**config.mk**
```make
export PLATFORM = sky130hd
export DESIGN_NAME = uart_rx_fifo
export DESIGN_NICKNAME = d
export VERILOG_FILES = /design/src/rtl/uart_rx_fifo_pkg.sv /design/src/rtl/sync_fifo_mem.sv /design/src/rtl/uart_rx_fifo.sv
export SDC_FILE = /design/constraint.sdc
export NUM_CORES = 1
export LEC_CHECK = 0
export ABC_AREA = 1
export CAP_MARGIN = 30
export CORE_ASPECT_RATIO = 2
export CORE_MARGIN = 3
export CORE_UTILIZATION = 40
export CTS_BUF_LIST = sky130_fd_sc_hd__clkbuf_2
export DETAILED_ROUTE_END_ITERATION = 10
export PLACE_DENSITY_LB_ADDON = 0.1
export SETUP_SLACK_MARGIN = 0.02
export SYNTH_ARGS = -nofsm -noshare
export SYNTH_HDL_FRONTEND = slang
export SYNTH_SLANG_ARGS = --single-unit
export TNS_END_PERCENT = 50
```
**constraint.sdc**
```tcl
create_clock -name clock50 -period 2.9 [get_ports clock50]
set_input_delay 0.29 -clock clock50 [delete_from_list [all_inputs] [get_ports clock50]]
set_output_delay 0.29 -clock clock50 [all_outputs]
set_load 0.02 [all_outputs]
```
**src/rtl/uart_rx_fifo_pkg.sv**
```systemverilog
// uart_rx_fifo_pkg: shared types and constants for the UART receive buffer.
// Optional feature macro used by the RTL: UART_RX_OVERRUN_EN.
package uart_rx_fifo_pkg;

    // Receiver handshake states (1-bit encodings).
    typedef enum logic {
        RXF_IDLE = 1'b0,
        RXF_ACK  = 1'b1
    } rxf_state_t;

    localparam int RXF_DEPTH_DEFAULT = 16;
    localparam int RXF_DATA_W        = 8;

endpackage : uart_rx_fifo_pkg

```
**src/rtl/sync_fifo_mem.sv**
```systemverilog
// sync_fifo_mem: DEPTH x 8 register array, one synchronous write port and
// one asynchronous (combinational) read port for first-word-fall-through use.
module sync_fifo_mem
    import uart_rx_fifo_pkg::*;
#(
    parameter int  DEPTH = RXF_DEPTH_DEFAULT,
    localparam int AW    = $clog2(DEPTH)
) (
    input  logic                  clock50,
    input  logic                  wr_en,
    input  logic [AW-1:0]         wr_addr,
    input  logic [RXF_DATA_W-1:0] wr_data,
    input  logic [AW-1:0]         rd_addr,
    output logic [RXF_DATA_W-1:0] rd_data
);

    logic [RXF_DATA_W-1:0] mem [DEPTH];

    // Store the incoming byte at the tail slot.
    // NOTE: storage is deliberately not reset; occupancy is tracked by the
    // controller's count, so stale contents are never observed as valid data.
    always_ff @(posedge clock50) begin
        if (wr_en) begin
            mem[wr_addr] <= wr_data;
        end
    end

    // Head byte is visible without waiting for a clock edge.
    assign rd_data = mem[rd_addr];

endmodule : sync_fifo_mem

```
**src/rtl/uart_rx_fifo.sv**
```systemverilog
// uart_rx_fifo: captures bytes from the UART receiver's sticky ready/data
// outputs, acknowledges each via rx_clear, and buffers them in a
// first-word-fall-through FIFO popped by the processor.
// Optional feature macro: UART_RX_OVERRUN_EN (sticky overrun flag + clear).
module uart_rx_fifo
    import uart_rx_fifo_pkg::*;
#(
    parameter int  DEPTH = RXF_DEPTH_DEFAULT,
    localparam int AW    = $clog2(DEPTH)
) (
    input  logic                  clock50,
    input  logic                  reset_n,
    input  logic                  rx_rdy,
    input  logic [RXF_DATA_W-1:0] rx_data,
    output logic                  rx_clear,
    input  logic                  rd_en,
    output logic [RXF_DATA_W-1:0] rd_data,
    output logic                  empty,
    output logic                  full,
`ifdef UART_RX_OVERRUN_EN
    output logic                  overrun,
    input  logic                  ovr_clear,
`endif
    output logic [AW:0]           count
);

    rxf_state_t    state;
    logic [AW-1:0] wr_ptr;
    logic [AW-1:0] rd_ptr;
    logic          capture;
    logic          do_pop;
    logic          wr_accept;

    // Occupancy flags come from the count so a full FIFO is never mistaken
    // for an empty one when the pointers coincide.
    assign empty = (count == '0);
    assign full  = (count == (AW+1)'(DEPTH));

    // A byte is taken only on the first cycle rx_rdy is seen in RXF_IDLE;
    // a write into a full FIFO still succeeds if a pop frees a slot this cycle.
    always_comb begin
        // NOTE: every combinational output gets a default first so no path
        // leaves it unassigned, which would otherwise infer a latch.
        capture   = 1'b0;
        do_pop    = 1'b0;
        wr_accept = 1'b0;
        if (state == RXF_IDLE && rx_rdy) begin
            capture = 1'b1;
        end
        if (rd_en && !empty) begin
            do_pop = 1'b1;
        end
        if (capture && (!full || do_pop)) begin
            wr_accept = 1'b1;
        end
    end

    // Receiver handshake: raise rx_clear on capture, hold it until the
    // receiver has dropped its sticky ready flag.
    // NOTE: sequential state uses non-blocking assignments so every register
    // samples pre-edge values regardless of statement order.
    always_ff @(posedge clock50 or negedge reset_n) begin
        if (!reset_n) begin
            state    <= RXF_IDLE;
            rx_clear <= 1'b0;
        end else begin
            case (state)
                RXF_IDLE: begin
                    if (rx_rdy) begin
                        rx_clear <= 1'b1;
                        state    <= RXF_ACK;
                    end
                end
                RXF_ACK: begin
                    if (!rx_rdy) begin
                        rx_clear <= 1'b0;
                        state    <= RXF_IDLE;
                    end
                end
                default: begin
                    rx_clear <= 1'b0;
                    state    <= RXF_IDLE;
                end
            endcase
        end
    end

    // Pointer and occupancy bookkeeping; pointers wrap modulo DEPTH.
    always_ff @(posedge clock50 or negedge reset_n) begin
        if (!reset_n) begin
            wr_ptr <= '0;
            rd_ptr <= '0;
            count  <= '0;
        end else begin
            if (wr_accept) begin
                wr_ptr <= wr_ptr + AW'(1);
            end
            if (do_pop) begin
                rd_ptr <= rd_ptr + AW'(1);
            end
            case ({wr_accept, do_pop})
                2'b10:   count <= count + (AW+1)'(1);
                2'b01:   count <= count - (AW+1)'(1);
                default: count <= count;
            endcase
        end
    end

`ifdef UART_RX_OVERRUN_EN
    logic drop;
    assign drop = capture && !wr_accept;

    // Sticky lost-byte flag; a drop in the same cycle as ovr_clear wins.
    always_ff @(posedge clock50 or negedge reset_n) begin
        if (!reset_n) begin
            overrun <= 1'b0;
        end else if (drop) begin
            overrun <= 1'b1;
        end else if (ovr_clear) begin
            overrun <= 1'b0;
        end
    end
`endif

    sync_fifo_mem #(
        .DEPTH (DEPTH)
    ) u_mem (
        .clock50 (clock50),
        .wr_en   (wr_accept),
        .wr_addr (wr_ptr),
        .wr_data (rx_data),
        .rd_addr (rd_ptr),
        .rd_data (rd_data)
    );

endmodule : uart_rx_fifo

```
# ---- Word-level counts from Yosys, hierarchy flattened
# Memories as Yosys holds them, arrays and structs flattened.
# Cells that the tools add are included.
dict set report word_totals {
  reg_bits 15
  mem_bits_rw 128
  in_bits 12
  output_inout_bits 16
  elab_cells 35
  mem_count 1
}
# memory words word_bits read_ports rd_clocked_by_memory_dff write_ports line_no
set memory_table {}
lappend memory_table {u_mem.mem 16 8 1 0 1 sync_fifo_mem.sv:17} ;# logic [RXF_DATA_W-1:0] mem [DEPTH];
dict set report classes {
  add_sub_neg 4
  n_eq_ne 5
  muxes 10
  n_bitwise 1
  n_reduce_logical 9
}
# op count
set op_table {}
lappend op_table {{case mux 5 bit (2 select lines)} 1}
lappend op_table {{adder 4 x 1 -> 4 bit (second input constant)} 2}
lappend op_table {{two-way mux 1 bit} 8}
lappend op_table {{adder 5 x 1 -> 5 bit (second input constant)} 1}
lappend op_table {{== test 5 bit (second input constant)} 1}
lappend op_table {{zero test 5 bit} 1}
lappend op_table {{subtractor 5 x 1 -> 5 bit (second input constant)} 1}
lappend op_table {{inequality test 2 bit (second input constant)} 2}
lappend op_table {{logical AND 1 bit} 3}
lappend op_table {{== test 2 x 1 -> 1 bit (second input constant)} 1}
lappend op_table {{== test 2 bit (second input constant)} 1}
lappend op_table {{zero test 1 bit} 2}
lappend op_table {{case mux 1 bit (2 select lines)} 1}
lappend op_table {{AND reduction 2 bit} 1}
lappend op_table {{nonzero test 2 bit} 1}
lappend op_table {{logical OR 1 bit} 1}
lappend op_table {{inverter 1 bit} 1}

# ---- Longest topological paths before layout
# Gate-level depths: netlist of the first run.
dict set report depth {
  ltp_word 9
  mapped_depth 14
  ltp_nobuf 14
}

# ---- Modules after synthesis
# From an unflattened synthesis of the first run, not the netlist that was laid out.
dict set report hier_totals {
  hier_cells 629
  area_unflattened_um2 6451.2
}
# mod instances cells_each area_per_inst_um2 seq_area_each_um2
set modules_own_cells {}
lappend modules_own_cells {sync_fifo_mem 1 543 5606.6 3843.7}
lappend modules_own_cells {uart_rx_fifo 1 86 844.6 375.4}

# ---- Least setup slack after synthesis of the first run
# OpenSTA, ideal clock, no wires.
dict set report synth_path {
  path_kind {flip-flop to flip-flop}
  start {register count[0]}
  end {register count[4]}
  setup_ps 113
  arrival_time_ps 1925
  setup_slack_ps 862
  path_stages_with_launch 14
  period_less_slack_ps 2038
  path_cell_list {dfrtp_1 > nor2_4 > nand3_2 > nand2_4 > inv_4 > nand2_4 > inv_1 > fa_1 > nand3_1 > nand3_1 > nand2_1 > nand3_1 > nand2_1 > inv_1}
}
dict set report synth_between {
  elab_chain_cells 9
}
# element line_no
set synth_lines {}
lappend synth_lines {{start: declaration} uart_rx_fifo.sv:24} ;# output logic [AW:0] count
lappend synth_lines {{start signal: assignment} uart_rx_fifo.sv:102} ;# 2'b10: count <= count + (AW+1)'(1);
lappend synth_lines {{start signal: assignment} uart_rx_fifo.sv:103} ;# 2'b01: count <= count - (AW+1)'(1);
lappend synth_lines {{start signal: assignment} uart_rx_fifo.sv:104} ;# default: count <= count;
lappend synth_lines {{zero test 5 bit} uart_rx_fifo.sv:36} ;# assign empty = (count == '0);
lappend synth_lines {{zero test 1 bit} uart_rx_fifo.sv:50} ;# if (rd_en && !empty) begin
lappend synth_lines {{logical AND 1 bit} uart_rx_fifo.sv:50}
lappend synth_lines {{two-way mux 1 bit} uart_rx_fifo.sv:50}
lappend synth_lines {{logical OR 1 bit} uart_rx_fifo.sv:53} ;# if (capture && (!full || do_pop)) begin
lappend synth_lines {{logical AND 1 bit} uart_rx_fifo.sv:53}
lappend synth_lines {{two-way mux 1 bit} uart_rx_fifo.sv:53}
lappend synth_lines {{== test 2 x 1 -> 1 bit or == test 2 bit (tied branches)} uart_rx_fifo.sv:101} ;# case ({wr_accept, do_pop})
lappend synth_lines {{case mux 5 bit (2 select lines) or nonzero test 2 bit (tied branches)} -}
# Parallel ways exist; a longest one is shown, timed or not.
# A chain may end at the register's enable or synchronous reset.

# ---- Worst setup path in the final report of the first run
dict set report layout_path {
  start {register rd_ptr[0]}
  end {output port rd_data[4]}
}
dict set report layout_between {
  elab_chain_cells 1
}
# element line_no
set layout_lines {}
lappend layout_lines {{start: declaration} uart_rx_fifo.sv:29} ;# logic [AW-1:0] rd_ptr;
lappend layout_lines {{start signal: assignment} uart_rx_fifo.sv:99} ;# rd_ptr <= rd_ptr + AW'(1);
lappend layout_lines {{memory (16 x 8 bit)} -}
lappend layout_lines {{end: declaration} uart_rx_fifo.sv:17} ;# output logic [RXF_DATA_W-1:0] rd_data,
# No other way between the ends.

==> results of run 1 <==
## metal layers
layer	up-vias	GRT usage [%]
li1	1830	-
met1	1949	21.2
met2	112	33.2
met3	21	3.76
met4	0	6.75
met5	-	0
## timing repair
action / CTS / global route
resized for setup: 16 / 4
gates cloned: 2 / 0
buffers inserted: 6 / 0
endpoints found under the setup margin: 8 / 5
pin swaps: 0 / 0
hold buffers: 0 / 0
## registers in the layout, indices dropped and copies added, names as in the netlist
| name | cells |
|---|---|
| count | 5 |
| rx_clear | 1 |
| state | 1 |
| rd_ptr | 4 |
| u_mem.mem | 128 |
| wr_ptr | 4 |
## power groups by stage
stage	logic, mW	registers (mW)	clock network [mW]
global route	2.90	2.64	1.31
global placement	2.56	2.67	0
floorplan	1.73	2.62	0
CTS	2.68	2.62	1.23
detailed placement	2.59	2.67	0
finish	2.63	2.62	1.19
## synth_stat cells (2+ instances only)
cell	count	area, sq um
edfxtp_1	128	3840
nor2_1	102	383
o21ai_0	68	340
o211ai_1	32	240
nand2_1	27	101
nand3_1	23	115
inv_1	18	67.6
dfrtp_1	15	375
buf_2	12	60.1
a21oi_1	10	50.1
ha_1	9	113
xor2_1	6	52.6
buf_4	4	30.0
buf_6	4	45.0
clkbuf_1	4	15.0
nand2_4	4	45.0
clkinv_1	2	7.51
nand3_4	2	35.0
nor2_4	2	22.5
xnor2_1	2	17.5
## worst paths after layout
check / endpoint / slack (ns) / depth (start not counted)
setup / recovery: rd_data[4] / 0.18 / 9
max in group asynchronous: rd_ptr[0]$_DFFE_PN0P_ / 2.28 / 1
setup reg to reg: count[4]$_DFFE_PN0P_ / 0.72 / 13
min in group clock50: state$_DFF_PN0_ / 0.09 / 1
hold / removal: count[4]$_DFFE_PN0P_ / 0.06 / 1
hold reg to reg: rx_clear$_DFFE_PN0P_ / 0.48 / 1
## logic make-up after synthesis
kind of cell	share of synthesized area (%)
AOI/OAI and AO/OA	10.7
xor gates and xnor gates	1.42
adders and majority gates	2.19
buffers and inverters	4.27
DFF	69.6
and+or+nand+nor	11.8
## final cells by class
type	instances	share of cell area (%)
flip-flops and latches	143	60.9
multi-input cells	292	22.8
repair buffers	55	7.22
well taps	195	3.52
clock inverters	14	2.44
inverters	23	1.57
clock buffers	17	1.23
repair inverters	2	0.271
diodes	1	0.0361
## stage by stage
stage | hold slack (ns) | power [mW] | instances | area [sq um]
floorplan | -0.00559 | 4.35 | 483 | 6060
global placement | 0.454 | 5.23 | 702 | 6600
detailed placement | 0.478 | 5.26 | 702 | 6600
CTS | 0.0285 | 6.53 | 741 | 6940
global route | 0.0202 | 6.85 | 742 | 6940
finish | 0.0574 | 6.45 | 742 | 6940
==> impl_metrics.json, run 1 <==
{
  "drv_cap": 0,
  "dp_hpwl_mm": 9.61,
  "worst-setup-path-type": "reg2out",
  "min_period_ns": 2.72,
  "end_kind": "primary output",
  "p_per_area_nw_per_um2": 929,
  "r2r-start": "count[0]$_DFFE_PN0P_",
  "track_usage_pct": 18.4,
  "fill_cells": 1420,
  "synth_cell_types": 29,
  "nets": 556,
  "firstDrtPassIters": 5,
  "final_cell_mix": "edfxtp_1 (128), nor2_1 (102), o21ai_0 (68), o211ai_1 (32), nand2_1 (27)",
  "p_seq_share_pct": 40.6,
  "final_common_cell": "edfxtp_1",
  "cts_tree": "built",
  "synth_edf_count": 128,
  "syn_area_per_cell_sq_um": 12.6,
  "top_layer": "met4",
  "cts_buffer_depth": 2,
  "ys_ff_latch": 143,
  "drc_errors": 0,
  "relSlewSlack_pct": 48.6,
  "die_area_sq_um": 16800,
  "worst_setup_path_start_kind": "register",
  "clock_latency_ns": 0.67,
  "final.setup.worst_slack_ns": 0.183,
  "hold_violations": 0,
  "critPathMaxFanout": 30,
  "status": "complete, no violations",
  "gp_congestion": 0.759,
  "max_freq_mhz": 368,
  "num_rows": 63,
  "final_layout_size_suffix_gt1_share_pct": 14.3,
  "tightest_slew_ns": 0.768,
  "routed_via_density": 5.27,
  "die_w_microns": 93.1,
  "multi_input_area_sq_um": 1580,
  "grt_antenna_before_repair": 1,
  "drt_iter0_drc": 310,
  "dr_total_vias": 3912,
  "overflow": 0,
  "crit_start": "rd_ptr[0]$_DFFE_PN0P_",
  "syn-cell-area_sq_um": 6060,
  "cts_root_buffer": "clkbuf_2",
  "io_pins": 28,
  "met2_length_mm": 8.21,
  "ys_seq_area_share_pct": 69.6,
  "worst_path_most_repeated_cell": "nor2_1",
  "final_util_pct": 46.8,
  "p_leak_nw": 2.43,
  "drv_slew": 0,
  "async_reset_ff_share_pct": 10.5,
  "required_ns": 2.61,
  "area_delta_synth_final_pct": 14.4,
  "pwr-share-comb_pct": 40.9,
  "switchingPower_mw": 2.60,
  "wl_met1_mm": 5.91,
  "grt_max_degree": 41,
  "clk_pin_slew_ns": 0.20,
  "grt_pass1_wl_mm": 22.7,
  "register_area_sq_um": 4220,
  "start_util_pct": 40.9,
  "final-setup-viol-count": 0,
  "clock-sinks": 143,
  "ys_warn_count": 0,
  "fin_skew_ns": 0.0305,
  "rsz0062_at_grt": "yes",
  "ys.flop_type": "edfxtp_1",
  "cts_htree_levels": 4,
  "p_int_mw": 3.84,
  "cp_top_family": "buffers and inverters",
  "critPathBufInv": 3,
  "preCtsSetupSlack_ns": 0.391,
  "worstHoldPathType": "in2async",
  "path_cells": "buf_12 -> inv_16 -> nor2_1 -> nor2_1 -> o21ai_0 -> o211ai_1 -> nand3_1 -> nand2_1 -> dlygate4sd2_1",
  "coreArea_sq_um": 14800,
  "syn_nets": 505,
  "routed-wl-met3_microns": 511,
  "routedWlPerCell_microns": 20.2,
  "sw_frac_of_total_pct": 40.4,
  "tns_ns": 0,
  "grt_pass1_vias": 3900,
  "worst_path_max_delay_cell": "dfrtp_4",
  "numCtsBuffers": 17,
  "worst_ep_arrival_time_ns": 2.43,
  "clkPwrFrac_pct": 18.5,
  "synth_cells": 483,
  "ant_nets": 0,
  "slowest_delay_ns": 0.57,
  "ir_drop_mv": 0.428,
  "fin_crit_sh_pct": 93.7,
  "fp.dieH_microns": 180,
  "wirelength_mm": 15.0,
  "portBuffers": 27
}
(Power assumes the default switching activity.)
==> run 2: changes to the inputs <==
ABC_AREA = not set   (was 1)
CORE_MARGIN = not set   (was 3)
RECOVER_POWER = 50   (was not set)
==> run 2 against run 1 <==
Effect of this change: flip-flop and latch count did not move; sequential share of layout area rose by 1.2 points; power fell by 3.7%; critical path type unchanged.
==> impl_metrics.json, run 2 <==
{
  "status": "complete, no violations",
  "start_util_pct": 40.8,
  "rrSetupSlack_ns": 0.39,
  "fin_crit_sh_pct": 96.3,
  "cts_buffer_depth": 2,
  "final-setup-viol-count": 0,
  "area_delta_synth_final_pct": 16.2,
  "worstReg2RegEnd": "count[4]$_DFFE_PN0P_",
  "async_reset_ff_share_pct": 10.5,
  "routedWlPerCell_microns": 23.0,
  "r2r-start": "count[0]$_DFFE_PN0P_",
  "synth_edf_count": 128,
  "met2_length_mm": 7.81,
  "grt_antenna_before_repair": 2,
  "final_cell_mix": "edfxtp_1 (128), mux4_2 (32), clkbuf_2 (19), buf_4 (15)",
  "tightest_slew_ns": 0.766,
  "numCtsBuffers": 17,
  "synth.top_cell.area_share_pct": 65.7,
  "clock_latency_ns": 0.66,
  "min_period_ns": 2.79,
  "ys_warn_count": 0,
  "end_kind": "primary output",
  "synth.most_common_cell": "edfxtp_1",
  "grt_pass1_wl_mm": 19.9,
  "grt_pass1_vias": 3307,
  "firstDrtPassIters": 6,
  "largest_reg_flops": 128,
  "coreArea_sq_um": 14400,
  "routed_via_density": 5.25,
  "overflow": 0,
  "drc_errors": 0,
  "p_leak_nw": 2.34,
  "required_ns": 2.61,
  "syn-cell-area_sq_um": 5850,
  "ys.flop_type": "edfxtp_1",
  "drv_slew": 0,
  "ys_ff_latch": 143,
  "crit_start": "rd_ptr[0]$_DFFE_PN0P_",
  "worst-setup-path-type": "reg2out",
  "ir_drop_mv": 0.556,
  "top_layer": "met4",
  "max_flop_register": "u_mem.mem",
  "fp.dieH_microns": 173,
  "ant_nets": 0,
  "gp_congestion": 0.739,
  "cts_root_buffer": "clkbuf_2",
  "critPathMaxFanout": 13,
  "worst_setup_path_start_kind": "register",
  "worstHoldPathType": "in2reg",
  "drv_cap": 0,
  "fin_skew_ns": 0.0458,
  "io_pins": 28,
  "synth_cell_types": 39,
  "final_layout_size_suffix_gt1_share_pct": 28.2,
  "syn_nets": 333,
  "synth_cells": 311,
  "rsz0062_at_grt": "yes",
  "p_per_area_nw_per_um2": 914,
  "preCtsSetupSlack_ns": 0.272,
  "wl_met1_mm": 4.62,
  "grt_max_degree": 36,
  "total_power_mw": 6.21,
  "ys_seq_area_share_pct": 72.1,
  "worst_ep_arrival_time_ns": 2.50,
  "cts_htree_levels": 4,
  "synthTopCellsByArea": "edfxtp_1 (66%), mux4_2 (12%), dfrtp_1 (6.4%)",
  "synth_top_area_cell": "edfxtp_1",
  "track_usage_pct": 19.1,
  "syn_area_per_cell_sq_um": 18.8,
  "num_rows": 62,
  "final_common_cell": "edfxtp_1",
  "routed-wl-met3_microns": 318,
  "reg_top3": "u_mem.mem: 128 flops, count: 5 flops",
  "die_w_microns": 87.5,
  "relSlewSlack_pct": 48.7,
  "final.setup.worst_slack_ns": 0.106,
  "dr_total_vias": 2988,
  "portBuffers": 27,
  "hp-start": "rx_rdy",
  "nets": 386,
  "wirelength_mm": 13.1,
  "reg2regPathDepth": 9,
  "clk_pin_slew_ns": 0.23,
  "netlist_top_cells_count": "edfxtp_1 (128), mux4_2 (32), a22oi_1 (16)",
  "fill_cells": 1243,
  "max_freq_mhz": 358,
  "clock-sinks": 143,
  "dp_hpwl_mm": 8.74,
  "hold_violations": 0,
  "die_area_sq_um": 15100,
  "critical_path.endpoint": "rd_data[0]",
  "cts_tree": "built",
  "drt_iter0_drc": 189
}
## run 2: final cells by class
| class | count | area, sq um | area share (%) |
|---|---|---|---|
| clock buffer | 18 | 90.1 | 1.33 |
| antenna | 1 | 2.50 | 0.0368 |
| tap | 192 | 240 | 3.53 |
| sequential | 143 | 4220 | 62.1 |
| timing repair buffer | 48 | 489 | 7.20 |
| multi-input combinational | 149 | 1600 | 23.5 |
| clock inverter | 13 | 139 | 2.04 |
| inverter | 5 | 18.8 | 0.276 |
## run 2: cell families (layout without fill, tap and decap cells)
logic type	after synthesis	after routing	synth area share (%)
flops	143	143	72.1
simple gates	60	60	5.71
mux	36	36	13.1
compound gates	34	34	4.17
buf+inv	19	84	1.30
fa+ha+maj	10	10	2.27
xor+xnor	9	9	1.35
other cells	0	1	0
## run 2: timing repair
item / 4_1_cts / 5_1_grt
setup buffers: 1 / 1
cloned: 2 / 0
hold endpoints to repair: 0 / 6
hold buffers: 0 / 1
pin swaps: 2 / 4
endpoints found under the setup margin: 9 / 9
resized for setup: 38 / 9
## run 2: routing by layer
layer  track usage, %  vias up
li1                 -     1365
met1             19.4     1551
met2             36.8       54
met3             4.01       18
met4             6.49        0
met5                0        -
## run 2: how the worst min path moves through the flow
stage                                       to  cells past startpoint
after detailed placement  rx_clear$_DFFE_PN0P_                      1
after CTS                 count[2]$_DFFE_PN0P_                      1
final                          state$_DFF_PN0_                      1
after floorplan           count[0]$_DFFE_PN0P_                      0
after global routing           state$_DFF_PN0_                      1
after global placement    rx_clear$_DFFE_PN0P_                      1
## run 2: worst max-delay path: stages (launching register included)
cell,delay (ns)
dfrtp_2,0.44
buf_12,0.12
buf_16,0.17
mux4_2,0.51
a22oi_1,0.19
nand2_1,0.09
dlygate4sd2_1,0.33
## run 2: power by group
| group | internal, mW | total (mW) | switching, mW |
|---|---|---|---|
| Clock | 0.397 | 1.11 | 0.712 |
| Sequential | 2.44 | 2.60 | 0.162 |
| Combinational | 1.21 | 2.50 | 1.29 |
| Total | 4.04 | 6.21 | 2.17 |
## run 2: through the flow
step / util, % / hold slack [ns] / std cells / cell area [sq um] / TNS, ns
detailed placement: 44.9 / 0.467 / 532 / 6450 / 0
floorplan: - / -0.00559 / 311 / 5850 / 0
global placement: 44.9 / 0.463 / 532 / 6450 / 0
CTS: 47.0 / 0.00488 / 566 / 6740 / -0.153
finish: 47.4 / 0.222 / 569 / 6800 / 0
global route: 47.4 / 0.163 / 569 / 6800 / -0.192
